### src/rtl/cam_stream_if.sv
// Camera pixel bus: frame sync, line valid and pixel byte, as seen on the
// OV7670-style parallel interface. The generator drives it through the master
// modport and a capture block receives it through the slave modport.
interface cam_stream_if;
    logic       CAM_vsync;
    logic       CAM_href;
    logic [7:0] CAM_px_data;

    modport master (output CAM_vsync, output CAM_href, output CAM_px_data);
    modport slave  (input  CAM_vsync, input  CAM_href, input  CAM_px_data);
endinterface

### src/rtl/cam_stream_gen.sv
// OV7670-style camera stream generator, QQVGA RGB444, two bytes per pixel.
// Frame: VSYNC -> VBP -> ACTIVE -> VFP, every interval a whole number of
// line periods. The next state and counters are decoded combinationally and
// every output is registered from them, so outputs line up with the state.
// Optional build macro: CAM_STREAM_FRAMECNT_EN -- a 12-bit frame counter
// replaces pixel (0,0) of each frame so captured frames can be told apart.
module cam_stream_gen #(
    parameter int CAM_SCREEN_X = 160,
    parameter int CAM_SCREEN_Y = 120,
    parameter int H_BLANK      = 144,
    parameter int VSYNC_LINES  = 3,
    parameter int VBP_LINES    = 17,
    parameter int VFP_LINES    = 10
) (
    input  logic        clk,
    input  logic        rst_n,
    input  logic        en,
    input  logic [1:0]  pattern,
    input  logic [11:0] solid_color,
    cam_stream_if.master cam,
    output logic        frame_done,
    output logic        busy
);
    localparam int LINE_LEN = 2 * CAM_SCREEN_X + H_BLANK;
    localparam int MAX_V01  = (VSYNC_LINES > VBP_LINES) ? VSYNC_LINES : VBP_LINES;
    localparam int MAX_V23  = (CAM_SCREEN_Y > VFP_LINES) ? CAM_SCREEN_Y : VFP_LINES;
    localparam int MAX_V    = (MAX_V01 > MAX_V23) ? MAX_V01 : MAX_V23;
    localparam int BYTE_W   = $clog2(LINE_LEN);
    localparam int LINE_W   = (MAX_V > 1) ? $clog2(MAX_V) : 1;

    localparam logic [BYTE_W-1:0] BYTE_LAST  = BYTE_W'(LINE_LEN - 1);
    localparam logic [BYTE_W-1:0] ACT_BYTES  = BYTE_W'(2 * CAM_SCREEN_X);
    localparam logic [LINE_W-1:0] VSYNC_LAST = LINE_W'(VSYNC_LINES - 1);
    localparam logic [LINE_W-1:0] VBP_LAST   = LINE_W'(VBP_LINES - 1);
    localparam logic [LINE_W-1:0] ACT_LAST   = LINE_W'(CAM_SCREEN_Y - 1);
    localparam logic [LINE_W-1:0] VFP_LAST   = LINE_W'(VFP_LINES - 1);
    localparam logic [7:0]        BAR_W      = 8'(CAM_SCREEN_X / 8);

    localparam logic [11:0] BAR_RGB [8] = '{12'hFFF, 12'hFF0, 12'h0FF, 12'h0F0,
                                            12'hF0F, 12'hF00, 12'h00F, 12'h000};

    localparam logic [2:0] ST_IDLE   = 3'd0;
    localparam logic [2:0] ST_VSYNC  = 3'd1;
    localparam logic [2:0] ST_VBP    = 3'd2;
    localparam logic [2:0] ST_ACTIVE = 3'd3;
    localparam logic [2:0] ST_VFP    = 3'd4;

    logic [2:0]        state_reg, state_next, after_state;
    logic [BYTE_W-1:0] byte_reg, byte_next;
    logic [LINE_W-1:0] line_reg, line_next, last_line;
    logic [1:0]        pat_reg;
    logic [11:0]       color_reg;
    logic              vsync_reg, href_reg, frame_done_reg, busy_reg;
    logic [7:0]        px_reg, px_next;
    logic              active_next, frame_end_next;
    logic [7:0]        x_next;
    logic [3:0]        y_hi;
    logic [2:0]        bar_idx;
    logic [11:0]       rgb;
`ifdef CAM_STREAM_FRAMECNT_EN
    logic [11:0]       frame_cnt_reg;
`endif

    // Length (in lines) of the current interval and the state that follows it.
    always_comb begin
        last_line   = '0;
        after_state = ST_IDLE;
        case (state_reg)
            ST_VSYNC:  begin last_line = VSYNC_LAST; after_state = ST_VBP;    end
            ST_VBP:    begin last_line = VBP_LAST;   after_state = ST_ACTIVE; end
            ST_ACTIVE: begin last_line = ACT_LAST;   after_state = ST_VFP;    end
            ST_VFP:    begin last_line = VFP_LAST;   after_state = en ? ST_VSYNC : ST_IDLE; end
            default:   ;
        endcase
    end

    // Next state and byte/line counters; en is only looked at in IDLE and at the end of VFP.
    always_comb begin
        state_next = state_reg;
        byte_next  = byte_reg;
        line_next  = line_reg;
        case (state_reg)
            ST_IDLE: begin
                byte_next = '0;
                line_next = '0;
                if (en) state_next = ST_VSYNC;
            end
            ST_VSYNC, ST_VBP, ST_ACTIVE, ST_VFP: begin
                if (byte_reg == BYTE_LAST) begin
                    byte_next = '0;
                    if (line_reg == last_line) begin
                        line_next  = '0;
                        state_next = after_state;
                    end else begin
                        line_next = line_reg + 1'b1;
                    end
                end else begin
                    byte_next = byte_reg + 1'b1;
                end
            end
            default: begin
                state_next = ST_IDLE;
                byte_next  = '0;
                line_next  = '0;
            end
        endcase
    end

    assign x_next         = 8'(byte_next >> 1);
    assign y_hi           = 4'(line_next >> 3);
    assign bar_idx        = 3'(x_next / BAR_W);
    assign active_next    = (state_next == ST_ACTIVE) && (byte_next < ACT_BYTES);
    assign frame_end_next = (state_next == ST_VFP) && (byte_next == BYTE_LAST) &&
                            (line_next == VFP_LAST);

    // Colour of the pixel about to be driven, from the pattern latched at frame start.
    always_comb begin
        rgb = 12'h000;
        case (pat_reg)
            2'd0:    rgb = BAR_RGB[bar_idx];
            2'd1:    rgb = color_reg;
            2'd2:    rgb = {x_next[7:4], y_hi, 4'h8};
            default: rgb = (x_next[3] ^ y_hi[0]) ? 12'hFFF : 12'h000;
        endcase
`ifdef CAM_STREAM_FRAMECNT_EN
        if (x_next == 8'd0 && line_next == '0) rgb = frame_cnt_reg;
`endif
        px_next = 8'h00;
        if (active_next) px_next = byte_next[0] ? rgb[7:0] : {4'h0, rgb[11:8]};
    end

    // State, counters and all registered outputs; pattern/colour latched on entry to VSYNC.
    always_ff @(posedge clk or negedge rst_n) begin
        if (!rst_n) begin
            state_reg      <= ST_IDLE;
            byte_reg       <= '0;
            line_reg       <= '0;
            pat_reg        <= 2'd0;
            color_reg      <= 12'h000;
            vsync_reg      <= 1'b0;
            href_reg       <= 1'b0;
            px_reg         <= 8'h00;
            frame_done_reg <= 1'b0;
            busy_reg       <= 1'b0;
        end else begin
            state_reg      <= state_next;
            byte_reg       <= byte_next;
            line_reg       <= line_next;
            vsync_reg      <= (state_next == ST_VSYNC);
            href_reg       <= active_next;
            px_reg         <= px_next;
            frame_done_reg <= frame_end_next;
            busy_reg       <= (state_next != ST_IDLE);
            if (state_next == ST_VSYNC && state_reg != ST_VSYNC) begin
                pat_reg   <= pattern;
                color_reg <= solid_color;
            end
        end
    end

`ifdef CAM_STREAM_FRAMECNT_EN
    // Frame counter steps together with the frame_done pulse.
    always_ff @(posedge clk or negedge rst_n) begin
        if (!rst_n)              frame_cnt_reg <= 12'h000;
        else if (frame_end_next) frame_cnt_reg <= frame_cnt_reg + 12'h001;
    end
`endif

    assign cam.CAM_vsync   = vsync_reg;
    assign cam.CAM_href    = href_reg;
    assign cam.CAM_px_data = px_reg;
    assign frame_done      = frame_done_reg;
    assign busy            = busy_reg;
endmodule

### src/flat_wrapper.sv
// flat-port wrapper written by rule: the top's interface ports become plain ports
module cam_stream_gen_flat 
#(
    parameter int CAM_SCREEN_X = 160,
    parameter int CAM_SCREEN_Y = 120,
    parameter int H_BLANK      = 144,
    parameter int VSYNC_LINES  = 3,
    parameter int VBP_LINES    = 17,
    parameter int VFP_LINES    = 10
)
  (clk, rst_n, en, pattern, solid_color, frame_done, busy, cam_CAM_vsync, cam_CAM_href, cam_CAM_px_data);
  cam_stream_if cam_i ();
  input  logic clk;
  input  logic rst_n;
  input  logic en;
  input  logic [1:0] pattern;
  input  logic [11:0] solid_color;
  output logic frame_done;
  output logic busy;
  output wire logic [$bits(cam_i.CAM_vsync)-1:0] cam_CAM_vsync;
  output wire logic [$bits(cam_i.CAM_href)-1:0] cam_CAM_href;
  output wire logic [$bits(cam_i.CAM_px_data)-1:0] cam_CAM_px_data;
  assign cam_CAM_vsync = cam_i.CAM_vsync;
  assign cam_CAM_href = cam_i.CAM_href;
  assign cam_CAM_px_data = cam_i.CAM_px_data;
  cam_stream_gen #(.CAM_SCREEN_X(CAM_SCREEN_X), .CAM_SCREEN_Y(CAM_SCREEN_Y), .H_BLANK(H_BLANK), .VSYNC_LINES(VSYNC_LINES), .VBP_LINES(VBP_LINES), .VFP_LINES(VFP_LINES)) u_core (.clk(clk), .rst_n(rst_n), .en(en), .pattern(pattern), .solid_color(solid_color), .cam(cam_i), .frame_done(frame_done), .busy(busy));
endmodule
### config.mk
export PLATFORM = sky130hd
export DESIGN_NAME = cam_stream_gen_flat
export DESIGN_NICKNAME = d
export VERILOG_FILES = /design/src/rtl/cam_stream_if.sv /design/src/rtl/cam_stream_gen.sv /design/src/flat_wrapper.sv
export SDC_FILE = /design/constraint.sdc
export NUM_CORES = 1
export LEC_CHECK = 0
export BUFFER_PORTS_ARGS = -buffer_cell sky130_fd_sc_hd__buf_2
export CAP_MARGIN = 0
export CORE_MARGIN = 2
export CORE_UTILIZATION = 53
export DETAILED_ROUTE_END_ITERATION = 8
export HOLD_SLACK_MARGIN = 0.02
export PLACE_DENSITY = 0.82
export SKIP_CTS_REPAIR_TIMING = 1
export SKIP_LAST_GASP = 1
export SLEW_MARGIN = 20
export SYNTH_ARGS = -nofsm -noshare
export SYNTH_HDL_FRONTEND = slang
export SYNTH_SLANG_ARGS = --single-unit
### constraint.sdc
create_clock -name clk -period 2.85 [get_ports clk]
set_clock_uncertainty 0.2 [all_clocks]
set_input_delay 0 -clock clk [delete_from_list [all_inputs] [get_ports clk]]
set_output_delay 0 -clock clk [all_outputs]
set_load 0.005 [all_outputs]
==> impl_results.md <==
- Max-slew violation count: 0
- Sort of element at the end of the critical path: register
- CTS sink cnt: 45
- Post-synth EDFFs: 0
- Part of the Yosys area used for sequential elements: 43.9%
- Syn_nets: 287
- Number of warnings issued by yosys: 0
- Largest register FFs: 12
- Class of the most critical hold timing path: in2async
- Transition time of the tightest slew-check pin: 0.564 ns
- Fmax: 329 MHz
- Critical R2R Capture: u_core.cam.CAM_px_data[0]$_DFF_PN0_
- Synth Register Bits: 45
- Port buffer count: 28
- Cell leakage power: 1.64 nW
- Relative area change from synthesis to final layout: 34.7%
- Final Cell Area: 0.00346 mm^2
- Final worst path period need: 3.04 ns
- Number of antenna diodes: 0
- Fraction of the core area covered by cells at the end of the flow: 73.7%
- Setup repair after global routing missed its margin: true
- Main synth FF type: dfrtp_1
- WL/cell: 17.8 um
- Type of the worst setup path: reg2reg
- Setup slack on the worst flop-to-flop path: -0.19 ns
- Final setup violation count: 10
- Final worst slack: -0.187 ns
- Post-Route WL: 7.14 mm
- Clock latency at the later pin of the worst-skew pair: 0.30 ns
- Total Die Area: 0.00542 mm^2
- Overall via count from detail_route: 2440
- Total grt overflow: 0
- Final weighted congestion in routability-driven placement: 0.953
- Remaining antenna violation count: 0
- Synth async-reset ratio: 100%
- Required time at the worst-slack endpoint: 2.87 ns
- Level count of the clock H-tree: 2
- Number of global-route vias before repair: 2276
- Critical register-to-register path startpoint: u_core.state_reg[2]$_DFF_PN0_
- Syn_area_per_cell: 9.58 um^2
- Number of buffers created by CTS: 5
- Count of cell types in the netlist: 58
- Final net count: 365
- GRT Util Overall: 24.5%
- Clk pin slew, worst setup/hold paths: 0.09 ns
- Worst-path maximum fanout: 5
- CTS tree: built
- Post-route insts no fill: 401
- Half-perimeter wire length of the detailed placement result: 4.66 mm
- Outcome: finished with violations
- Placement-stage cell area: 0.00299 mm^2
- Power density over cell area: 337 mW/mm^2
- Share of layout cells above drive strength 1: 39.2%
- Floorplan core area: 0.00469 mm^2
- Chip Height: 73.6 um
- Post-synthesis instance total: 268
- Fin. Hold Viols: 0
- Worst reg2reg path depth: 9
- Most used cells in the layout excluding fill and tap cells: 45 x dfrtp_1, 38 x buf_4, 27 x buf_2, 21 x nor2_1, 20 x nand2_1
- Commonest non-fill, non-tap cell in the layout: dfrtp_1
- Maximum number of pins on one net before global-route repair: 46
- Antenna violations before repair: 0
- TritonRoute pass-1 iters: 4
- Relative slew margins: 62.4%
- Largest voltage drop on the vdd net: 0.000312 V
- Detailed-route DRC error count: 0
- Count of maximum capacitance violations: 0
- Placed Cells incl. Taps: 374
- Data arrival time of the critical path: 3.06 ns
- Post-synthesis instance area: 0.00257 mm^2
- Fraction of the cycle the final worst path needs: 107%
- Initial standard-cell utilization of the core: 54.7%
- DRT iter0 DRCs: 256
- Failing checks: negative setup slack
- I/O pin count: 29
- Wire length of the first global-routing pass: 10.2 mm
- Row count: 25
- Root Buffer Master: clkbuf_8
- Category of the worst setup path launch point: register
- Maximum buffer depth of the clock tree: 2
- Die Wd: 73.6 um
- Routed via count divided by cell count: 6.08
-- cell families (layout without fill, tap and decap cells) --
kind of cell             Yosys count  in the layout  share of synthesized area (%)
adder cells (fa/ha/maj)            2              2                          0.975
AO/OA/AOI/OAI                     54             54                           14.2
XOR/XNOR                          15             15                           5.12
AND/OR/NAND/NOR                  116            116                           24.9
multiplexers                      17             17                           7.36
buffers and inverters             19             98                           3.61
flip-flops                        45             45                           43.9
-- metal layers --
| metal | GRT usage, % | part of all wire (%) | up-vias |
|---|---|---|---|
| met3 | 4.39 | 5.2 | 25 |
| li1 | - | - | 1133 |
| met4 | 10.5 | 2.9 | 0 |
| met2 | 40.8 | 52 | 94 |
| met1 | 31.4 | 40 | 1188 |
| met5 | 0 | 0 | - |
-- cell usage after synthesis, drive strengths merged (8+ instances only) --
library cell | count | share of area [%]
a21oi | 10 | 2.2
dfrtp | 45 | 44
inv | 9 | 1.3
mux2 | 15 | 6.6
nand2 | 23 | 3.6
nand3 | 10 | 1.9
nand4 | 9 | 2.2
nor2 | 24 | 3.6
nor3 | 15 | 3.6
o21ai | 14 | 2.7
xor2 | 8 | 2.7
-- stage by stage --
step                      worst slack [ns]  TNS, ns  power, mW  hold slack (ns)
final                               -0.187    -1.39       1.17           0.0223
after global placement             -0.0281  -0.0679      0.673         -0.00575
after detailed placement           -0.0841   -0.518      0.674           0.0115
after global routing                -0.257    -2.22       1.21           0.0816
after CTS                           -0.107   -0.737       1.16           -0.321
after floorplan                    0.00929        0      0.651           -0.496
-- critical path, stage by stage, from the launching register on --
cell     delay [ns]
dfrtp_1        0.41
and3b_2        0.26
or4_4          0.43
a22o_4         0.29
or4_4          0.52
a21oi_4        0.17
nand2_2        0.09
nor3_4         0.28
nand2_2        0.12
o22ai_2        0.18
-- cell type report --
| type | instances | area, um^2 |
|---|---|---|
| clock inverters | 3 | 46.3 |
| clock buffers | 5 | 68.8 |
| repair buffers | 81 | 581 |
| fillers | 313 | 1230 |
| multi-input cells | 204 | 1540 |
| well taps | 54 | 67.6 |
| inverters | 9 | 33.8 |
| flip-flops and latches | 45 | 1130 |
-- power by group --
part	internal [mW]	total, mW	switching, mW
clock	0.262	0.487	0.225
combinational	0.0225	0.0411	0.0185
sequential	0.638	0.638	0
total	0.923	1.17	0.244
-- worst max-delay path by stage --
stage	startpoint	to	slack (ns)
floorplan	u_core.state_reg[0]$_DFF_PN0_	u_core.cam.CAM_px_data[4]$_DFF_PN0_	0.009
global placement	u_core.state_reg[1]$_DFF_PN0_	u_core.cam.CAM_px_data[4]$_DFF_PN0_	-0.03
detailed placement	u_core.byte_reg[0]$_DFF_PN0_	u_core.cam.CAM_px_data[0]$_DFF_PN0_	-0.08
CTS	u_core.state_reg[1]$_DFF_PN0_	u_core.cam.CAM_px_data[6]$_DFF_PN0_	-0.11
global route	u_core.state_reg[2]$_DFF_PN0_	u_core.cam.CAM_px_data[4]$_DFF_PN0_	-0.26
finish	u_core.state_reg[2]$_DFF_PN0_	u_core.cam.CAM_px_data[0]$_DFF_PN0_	-0.19
(Power assumes the default switching activity.)
